### src/rtl/spi_regbank_if.sv
`default_nettype none
// ============================================================================
// Module      : spi_regbank_if
// Description : SPI mode-0 pin bundle between the controller and the
//               spi_regbank peripheral.
// Revision    : 1.0
// ============================================================================
interface spi_regbank_if;
    logic nCS;
    logic SCLK;
    logic COPI;
    logic CIPO;
    logic CIPO_oe;

    modport master (
        output nCS,
        output SCLK,
        output COPI,
        input  CIPO,
        input  CIPO_oe
    );

    modport slave (
        input  nCS,
        input  SCLK,
        input  COPI,
        output CIPO,
        output CIPO_oe
    );
endinterface
`default_nettype wire

### src/rtl/spi_regbank.sv
`default_nettype none
// ============================================================================
// Module      : spi_regbank
// Description : SPI mode-0 peripheral register bank with read-back on CIPO,
//               per-register write strobes and framing-error pulses.
// Revision    : 1.0
// ============================================================================
module spi_regbank #(
    parameter int                 NUM_REGS    = 5,
    parameter int                 DATA_W      = 8,
    parameter int                 ADDR_W      = 7,
    parameter int                 SYNC_STAGES = 2,
    parameter logic [DATA_W-1:0]  RESET_VAL   = '0
) (
    input  wire logic                         clk,
    input  wire logic                         rst_n,
    spi_regbank_if.slave                      spi,
    output logic [NUM_REGS*DATA_W-1:0]        regs_flat,
    output logic [NUM_REGS-1:0]               wr_strobe,
    output logic                              frame_err
);

    localparam int c_FRAME_LEN = 1 + ADDR_W + DATA_W;
    localparam int c_CNT_MAX   = c_FRAME_LEN + 1;
    localparam int c_CNT_W     = $clog2(c_FRAME_LEN + 2);

    typedef enum logic [2:0] {
        S_IDLE = 3'd0,
        S_CMD  = 3'd1,
        S_WR   = 3'd2,
        S_RD   = 3'd3,
        S_DONE = 3'd4
    } state_t;

    logic [SYNC_STAGES-1:0] r_ncs_sync;
    logic [SYNC_STAGES-1:0] r_sclk_sync;
    logic [SYNC_STAGES-1:0] r_copi_sync;
    logic                   r_ncs_prev;
    logic                   r_sclk_prev;

    state_t                 r_state;
    state_t                 w_next;
    logic [c_CNT_W-1:0]     r_count;
    logic [ADDR_W:0]        r_cmd;
    logic [DATA_W-1:0]      r_data;
    logic [DATA_W-1:0]      r_tx;
    logic [DATA_W-1:0]      r_regs [NUM_REGS];
    logic [NUM_REGS-1:0]    r_wr_strobe;
    logic                   r_frame_err;

    logic                   w_ncs;
    logic                   w_sclk;
    logic                   w_copi;
    logic                   w_ncs_rise;
    logic                   w_ncs_fall;
    logic                   w_sclk_rise;
    logic                   w_sclk_fall;
    logic                   w_sclk_active;
    logic [ADDR_W:0]        w_cmd_shift;
    logic [DATA_W-1:0]      w_data_shift;
    logic [DATA_W-1:0]      w_rd_val;
    logic                   w_to_rd;
    logic                   w_commit;
    logic                   w_err;

    always_ff @(posedge clk or negedge rst_n) begin
        if (!rst_n) begin
            r_ncs_sync  <= '1;
            r_sclk_sync <= '0;
            r_copi_sync <= '0;
            r_ncs_prev  <= 1'b1;
            r_sclk_prev <= 1'b0;
        end else begin
            r_ncs_sync  <= {r_ncs_sync[SYNC_STAGES-2:0],  spi.nCS};
            r_sclk_sync <= {r_sclk_sync[SYNC_STAGES-2:0], spi.SCLK};
            r_copi_sync <= {r_copi_sync[SYNC_STAGES-2:0], spi.COPI};
            r_ncs_prev  <= w_ncs;
            r_sclk_prev <= w_sclk;
        end
    end

    assign w_ncs        = r_ncs_sync[SYNC_STAGES-1];
    assign w_sclk       = r_sclk_sync[SYNC_STAGES-1];
    assign w_copi       = r_copi_sync[SYNC_STAGES-1];
    assign w_ncs_rise   = w_ncs & ~r_ncs_prev;
    assign w_ncs_fall   = ~w_ncs & r_ncs_prev;
    assign w_sclk_rise  = w_sclk & ~r_sclk_prev;
    assign w_sclk_fall  = ~w_sclk & r_sclk_prev;
    // nCS edges take priority over any SCLK edge seen in the same cycle
    assign w_sclk_active = (r_state != S_IDLE) && !w_ncs_rise && !w_ncs_fall;
    assign w_cmd_shift  = {r_cmd[ADDR_W-1:0], w_copi};
    assign w_data_shift = {r_data[DATA_W-2:0], w_copi};

    always_ff @(posedge clk or negedge rst_n) begin
        if (!rst_n) begin
            r_state <= S_IDLE;
        end else begin
            r_state <= w_next;
        end
    end

    always_comb begin
        w_next = r_state;
        if (w_ncs_rise) begin
            w_next = S_IDLE;
        end else if (w_ncs_fall) begin
            w_next = S_CMD;
        end else if (w_sclk_rise) begin
            case (r_state)
                S_CMD: begin
                    if (r_count == c_CNT_W'(ADDR_W)) begin
                        w_next = w_cmd_shift[ADDR_W] ? S_WR : S_RD;
                    end
                end
                S_WR: begin
                    if (r_count == c_CNT_W'(c_FRAME_LEN - 1)) begin
                        w_next = S_DONE;
                    end
                end
                default: w_next = r_state;
            endcase
        end
    end

    assign w_to_rd = (r_state == S_CMD) && (w_next == S_RD);

    always_comb begin
        w_rd_val = '0;
        for (int i = 0; i < NUM_REGS; i++) begin
            if (w_cmd_shift[ADDR_W-1:0] == ADDR_W'(i)) begin
                w_rd_val = r_regs[i];
            end
        end
    end

    always_ff @(posedge clk or negedge rst_n) begin
        if (!rst_n) begin
            r_count <= '0;
            r_cmd   <= '0;
            r_data  <= '0;
            r_tx    <= '0;
        end else if (w_ncs_rise || w_ncs_fall) begin
            r_count <= '0;
            r_cmd   <= '0;
            r_data  <= '0;
            r_tx    <= '0;
        end else if (w_sclk_active) begin
            if (w_sclk_rise) begin
                if (r_count != c_CNT_W'(c_CNT_MAX)) begin
                    r_count <= r_count + 1'b1;
                end
                if (r_state == S_CMD) begin
                    r_cmd <= w_cmd_shift;
                end
                if (r_state == S_WR) begin
                    r_data <= w_data_shift;
                end
            end
            // The fall right after the last address bit must keep the MSB
            // on CIPO for the first data rise, so no shift until then.
            if (w_to_rd) begin
                r_tx <= w_rd_val;
            end else if ((r_state == S_RD) && w_sclk_fall &&
                         (r_count > c_CNT_W'(ADDR_W + 1))) begin
                r_tx <= {r_tx[DATA_W-2:0], 1'b0};
            end
        end
    end

    assign w_commit = w_ncs_rise && (r_count == c_CNT_W'(c_FRAME_LEN)) && r_cmd[ADDR_W];
    assign w_err    = w_ncs_rise && (r_count != '0) && (r_count != c_CNT_W'(c_FRAME_LEN));

    always_ff @(posedge clk or negedge rst_n) begin
        if (!rst_n) begin
            for (int i = 0; i < NUM_REGS; i++) begin
                r_regs[i] <= RESET_VAL;
            end
            r_wr_strobe <= '0;
            r_frame_err <= 1'b0;
        end else begin
            for (int i = 0; i < NUM_REGS; i++) begin
                r_wr_strobe[i] <= w_commit && (r_cmd[ADDR_W-1:0] == ADDR_W'(i));
                if (w_commit && (r_cmd[ADDR_W-1:0] == ADDR_W'(i))) begin
                    r_regs[i] <= r_data;
                end
            end
            r_frame_err <= w_err;
        end
    end

    for (genvar g = 0; g < NUM_REGS; g++) begin : g_flat
        assign regs_flat[g*DATA_W +: DATA_W] = r_regs[g];
    end

    assign wr_strobe   = r_wr_strobe;
    assign frame_err   = r_frame_err;
    assign spi.CIPO_oe = (r_state == S_RD);
    assign spi.CIPO    = (r_state == S_RD) & r_tx[DATA_W-1];

endmodule
`default_nettype wire
### src/flat_wrapper.sv
// flat-port wrapper written by rule: the top's interface ports become plain ports
module spi_regbank_flat 
#(
    parameter int                 NUM_REGS    = 5,
    parameter int                 DATA_W      = 8,
    parameter int                 ADDR_W      = 7,
    parameter int                 SYNC_STAGES = 2,
    parameter logic [DATA_W-1:0]  RESET_VAL   = '0
)
  (clk, rst_n, regs_flat, wr_strobe, frame_err, spi_nCS, spi_SCLK, spi_COPI, spi_CIPO, spi_CIPO_oe);
  spi_regbank_if spi_i ();
  input  wire logic clk;
  input  wire logic rst_n;
  output logic [NUM_REGS*DATA_W-1:0] regs_flat;
  output logic [NUM_REGS-1:0] wr_strobe;
  output logic frame_err;
  input wire logic [$bits(spi_i.nCS)-1:0] spi_nCS;
  input wire logic [$bits(spi_i.SCLK)-1:0] spi_SCLK;
  input wire logic [$bits(spi_i.COPI)-1:0] spi_COPI;
  output wire logic [$bits(spi_i.CIPO)-1:0] spi_CIPO;
  output wire logic [$bits(spi_i.CIPO_oe)-1:0] spi_CIPO_oe;
  assign spi_i.nCS = spi_nCS;
  assign spi_i.SCLK = spi_SCLK;
  assign spi_i.COPI = spi_COPI;
  assign spi_CIPO = spi_i.CIPO;
  assign spi_CIPO_oe = spi_i.CIPO_oe;
  spi_regbank #(.NUM_REGS(NUM_REGS), .DATA_W(DATA_W), .ADDR_W(ADDR_W), .SYNC_STAGES(SYNC_STAGES), .RESET_VAL(RESET_VAL)) u_core (.clk(clk), .rst_n(rst_n), .spi(spi_i), .regs_flat(regs_flat), .wr_strobe(wr_strobe), .frame_err(frame_err));
endmodule
### config.mk
export PLATFORM = sky130hd
export DESIGN_NAME = spi_regbank_flat
export DESIGN_NICKNAME = d
export VERILOG_FILES = /design/src/rtl/spi_regbank_if.sv /design/src/rtl/spi_regbank.sv /design/src/flat_wrapper.sv
export SDC_FILE = /design/constraint.sdc
export NUM_CORES = 1
export LEC_CHECK = 0
export CAP_MARGIN = 20
export CORE_ASPECT_RATIO = 1.75
export CORE_MARGIN = 4
export CORE_UTILIZATION = 55
export DETAILED_ROUTE_END_ITERATION = 16
export GPL_TIMING_DRIVEN = 0
export PLACE_DENSITY_LB_ADDON = 0.2
export SKIP_LAST_GASP = 1
export SYNTH_ARGS = -nofsm -noshare
export SYNTH_HDL_FRONTEND = slang
export SYNTH_SLANG_ARGS = --single-unit
### constraint.sdc
create_clock -name clk -period 2.6 [get_ports clk]
set_clock_uncertainty 0.05 [all_clocks]
set_input_delay 0.52 -clock clk [delete_from_list [all_inputs] [get_ports clk]]
set_output_delay 0.52 -clock clk [all_outputs]
set_load 0.1 [all_outputs]
==> metrics.md, run 1 <==
| Metric | Value |
|---|---|
| Buffers on Ports | 52 |
| Hold Path Class | input port to asynchronous set/reset pin |
| Status | finished clean |
| Die H | 121 um |
| Final Slew Violations | 0 |
| YS warnings | 0 |
| Routed WL | 9.23 mm |
| WL/cell | 18.9 um |
| Post-Syn Area per Cell | 12.2 sq um |
| Rows | 41 |
| Post-synth top area share | 51.4% |
| Leak Pwr | 2.31 nW |
| RePlAce Congestion | 0.890 |
| Post-synth EDFFs | 0 |
| Antenna viol nets, final | 0 |
| Worst Path Arrival | 1910 ps |
| Setup crit end | spi_CIPO_oe |
| Fmax achieved | 402 MHz |
| RSZ-0062 raised after global routing | no |
| Hold_ws | 92.9 ps |
| R2r startpoint | u_core.r_ncs_prev |
| Fill count | 536 |
| CP max FO | 8 |
| Clock buffer count from CTS | 9 |
| PwrDens | 574 nW/um^2 |
| Cts hold-fix bufs | 0 |
| Worst R2R Setup Slack | 170 ps |
| Worst skew pair latency | 340 ps |
| Clock slew seen by the registers of the worst setup and hold paths | 60 ps |
| Sequential share of the synthesized area | 53.4% |
| Dpl hpwl | 6.69 mm |
| Min Tclk post-route | 2480 ps |
| Final Power | 2.90 mW |
| Commonest non-fill, non-tap cell in the layout | dfrtp_1 |
| First-pass GRT wire length | 15.3 mm |
| Antenna Cells | 0 |
| Worst endpoint required time | 2030 ps |
| Ys flop type | dfrtp_1 |
| CP endpoint kind | output pin |
| Max VDD drop | 0.000481 V |
| Vias | 2,837 |
| RR Endpoint | u_core.r_tx[7] |
| Width of the die | 72.8 um |
| R2R cell count | 7 |
| Synth Instances | 332 |
| Synth-to-layout area growth | 25.0% |
| Final hold vios | 0 |
| Final period util | 95.6% |
| Ports | 53 |
| Final worst setup slack | 115 ps |
| Share of cells above drive strength 1 | 18.2% |
| Total grt overflow | 0 |
| Starting Density | 56.3% |
| Root buffer cell | clkbuf_16 |
| Layer carrying the most global-route usage | met2 |
| CTS tree | done |
| Nets | 408 |
| Synth unique cells | 52 |
| Global Route met3 Usage | 5.31% |
| Clock Sinks | 86 |
| Setup slack after placement | 58.2 ps |
| DRT iter0 DRCs | 165 |
| H-tree depth | 3 |
| Vias in the first global route | 3,069 |
| Initial antenna violation count | 0 |
| Most frequent cells in the layout | dfrtp_1 (83), clkdlybuf4s50_1 (49), mux2_2 (33) |
| GRT Total Usage | 23.1% |
| TNS Setup | 0 ps |
| Startpoint types | flop |
| Top cells by area, synth | dfrtp_1 (51%), mux2_2 (9.2%), mux2i_1 (5.7%), and2_1 (2.9%), o221ai_1 (2.8%) |
| Finish-stage setup viols | 0 |
| Global-route met2 utilization | 39.4% |
| Mapped Area | 4040 sq um |
| Vias per inst | 5.81 |
| Max_cap viols | 0 |
| Syn nets | 343 |
| Pre-antenna DRT Iters | 4 |
| Met1 Usage GRT | 26.7% |
| Worst Max-Slew Pin Slew | 987 ps |
| Core area | 7180 sq um |
| Seq cells post-synth | 86 |
| WS Path Type | flop to output pin |
| Largest net degree at the start of global routing | 52 |
| Die Area | 8840 sq um |
| Leading area contributor after synthesis | dfrtp_1 |
| Critical path origin | u_core.r_state[1] |
| Post-synth ARST share | 100% |
| DRC | 0 |
| Slew margin rel. | 34.0% |
| Clock tree buffer depth | 2 |
-- through the flow --
step           area [sq um]  utilization (%)  cells
2_1_floorplan          4040                -    332
3_3_place_gp           4670             65.0    470
3_5_place_dp           4690             65.4    471
4_1_cts                5030             70.0    487
5_1_grt                5050             70.3    488
6_report               5050             70.3    488
-- state kept, by name, indices dropped and copies added (netlist names) --
| signal | flops |
|---|---|
| u_core.frame_err | 1 |
| u_core.r_copi_sync | 2 |
| u_core.r_state | 3 |
| u_core.r_sclk_prev | 1 |
| u_core.r_count | 5 |
| u_core.r_ncs_sync | 2 |
| u_core.wr_strobe | 5 |
| u_core.regs_flat | 40 |
| u_core.r_ncs_prev | 1 |
| u_core.r_tx | 8 |
| u_core.r_sclk_sync | 2 |
| u_core.r_data | 8 |
| u_core.r_cmd | 8 |
-- synth_stat cells (2+ instances only) --
cell type / number
nand3b_1: 2
clkbuf_1: 9
inv_1: 16
dfstp_2: 3
buf_1: 3
nor3_2: 2
buf_2: 2
nand3_1: 5
mux2i_1: 23
dfrtp_1: 83
o221ai_1: 13
ha_1: 6
and2_1: 19
nand2b_1: 5
nor2b_1: 17
nor3_1: 7
xnor2_1: 2
nor2_1: 10
o21a_1: 6
a221oi_1: 6
o21ai_0: 15
nand2_1: 11
a21oi_1: 5
a21boi_0: 2
mux2_2: 33
-- power breakdown --
| group | internal (mW) | total [mW] | switching, mW | leakage [nW] |
|---|---|---|---|---|
| registers | 1.35 | 1.36 | 0.00868 | 1.18 |
| clock network | 0.918 | 1.41 | 0.494 | 0.166 |
| logic | 0.0450 | 0.128 | 0.0830 | 0.963 |
-- metal layers --
metal	vias up	part of all wire, %
met1	1427	39
met4	0	3.5
met2	63	55
li1	1323	-
met5	-	0
met3	24	3.1
-- cell type report --
cell class	instances	area [sq um]	area share, %
timing repair buffer	54	559	11.1
clock inverter	3	65.1	1.29
inverter	16	60.1	1.19
clock buffer	13	270	5.35
buffer	15	66.3	1.31
sequential	86	2160	42.7
multi-input combinational	215	1760	34.9
tap	86	108	2.13
-- how the worst min path moves through the flow --
stage                       endpoint  cells after the start  slack (ps)
6_report        u_core.regs_flat[37]                      1          90
4_1_cts        u_core.r_sclk_sync[0]                      1         100
2_1_floorplan       u_core.frame_err                      0         170
3_3_place_gp   u_core.r_copi_sync[1]                      0         290
5_1_grt        u_core.r_sclk_sync[0]                      1         120
3_5_place_dp   u_core.r_copi_sync[1]                      0         290
-- worst max-delay path: stages (launching register included) --
cell and delay, ps:
dfrtp_1 490, and3b_1 230, dlygate4sd2_1 860
-- what timing repair did --
item / CTS / global route
endpoints found under the setup margin: 2 / 17
pin swaps: 0 / 1
resized for setup: 2 / 3
buffers inserted: 0 / 1
-- logic make-up (layout without fill, tap and decap cells) --
group,count (synthesis),after routing,share of synthesized area (%)
flops,86,86,53.4
xor+xnor,3,3,0.650
mux,57,57,15.5
compound gates,52,52,9.45
simple gates,97,97,16.1
fa+ha+maj,6,6,1.86
buf+inv,31,101,3.13
No activity file was read; power rests on OpenSTA's default activity.
==> run 2, diff against run 1 <==
--- a/config.mk
+++ b/config.mk
@@ -5,7 +5,6 @@
 export SDC_FILE = /design/constraint.sdc
 export NUM_CORES = 1
 export LEC_CHECK = 0
-export CAP_MARGIN = 20
 export CORE_ASPECT_RATIO = 1.75
 export CORE_MARGIN = 4
 export CORE_UTILIZATION = 55
==> results of run 2 <==
Same layout as run 1: the final DEF is identical, and so are final timing and power.
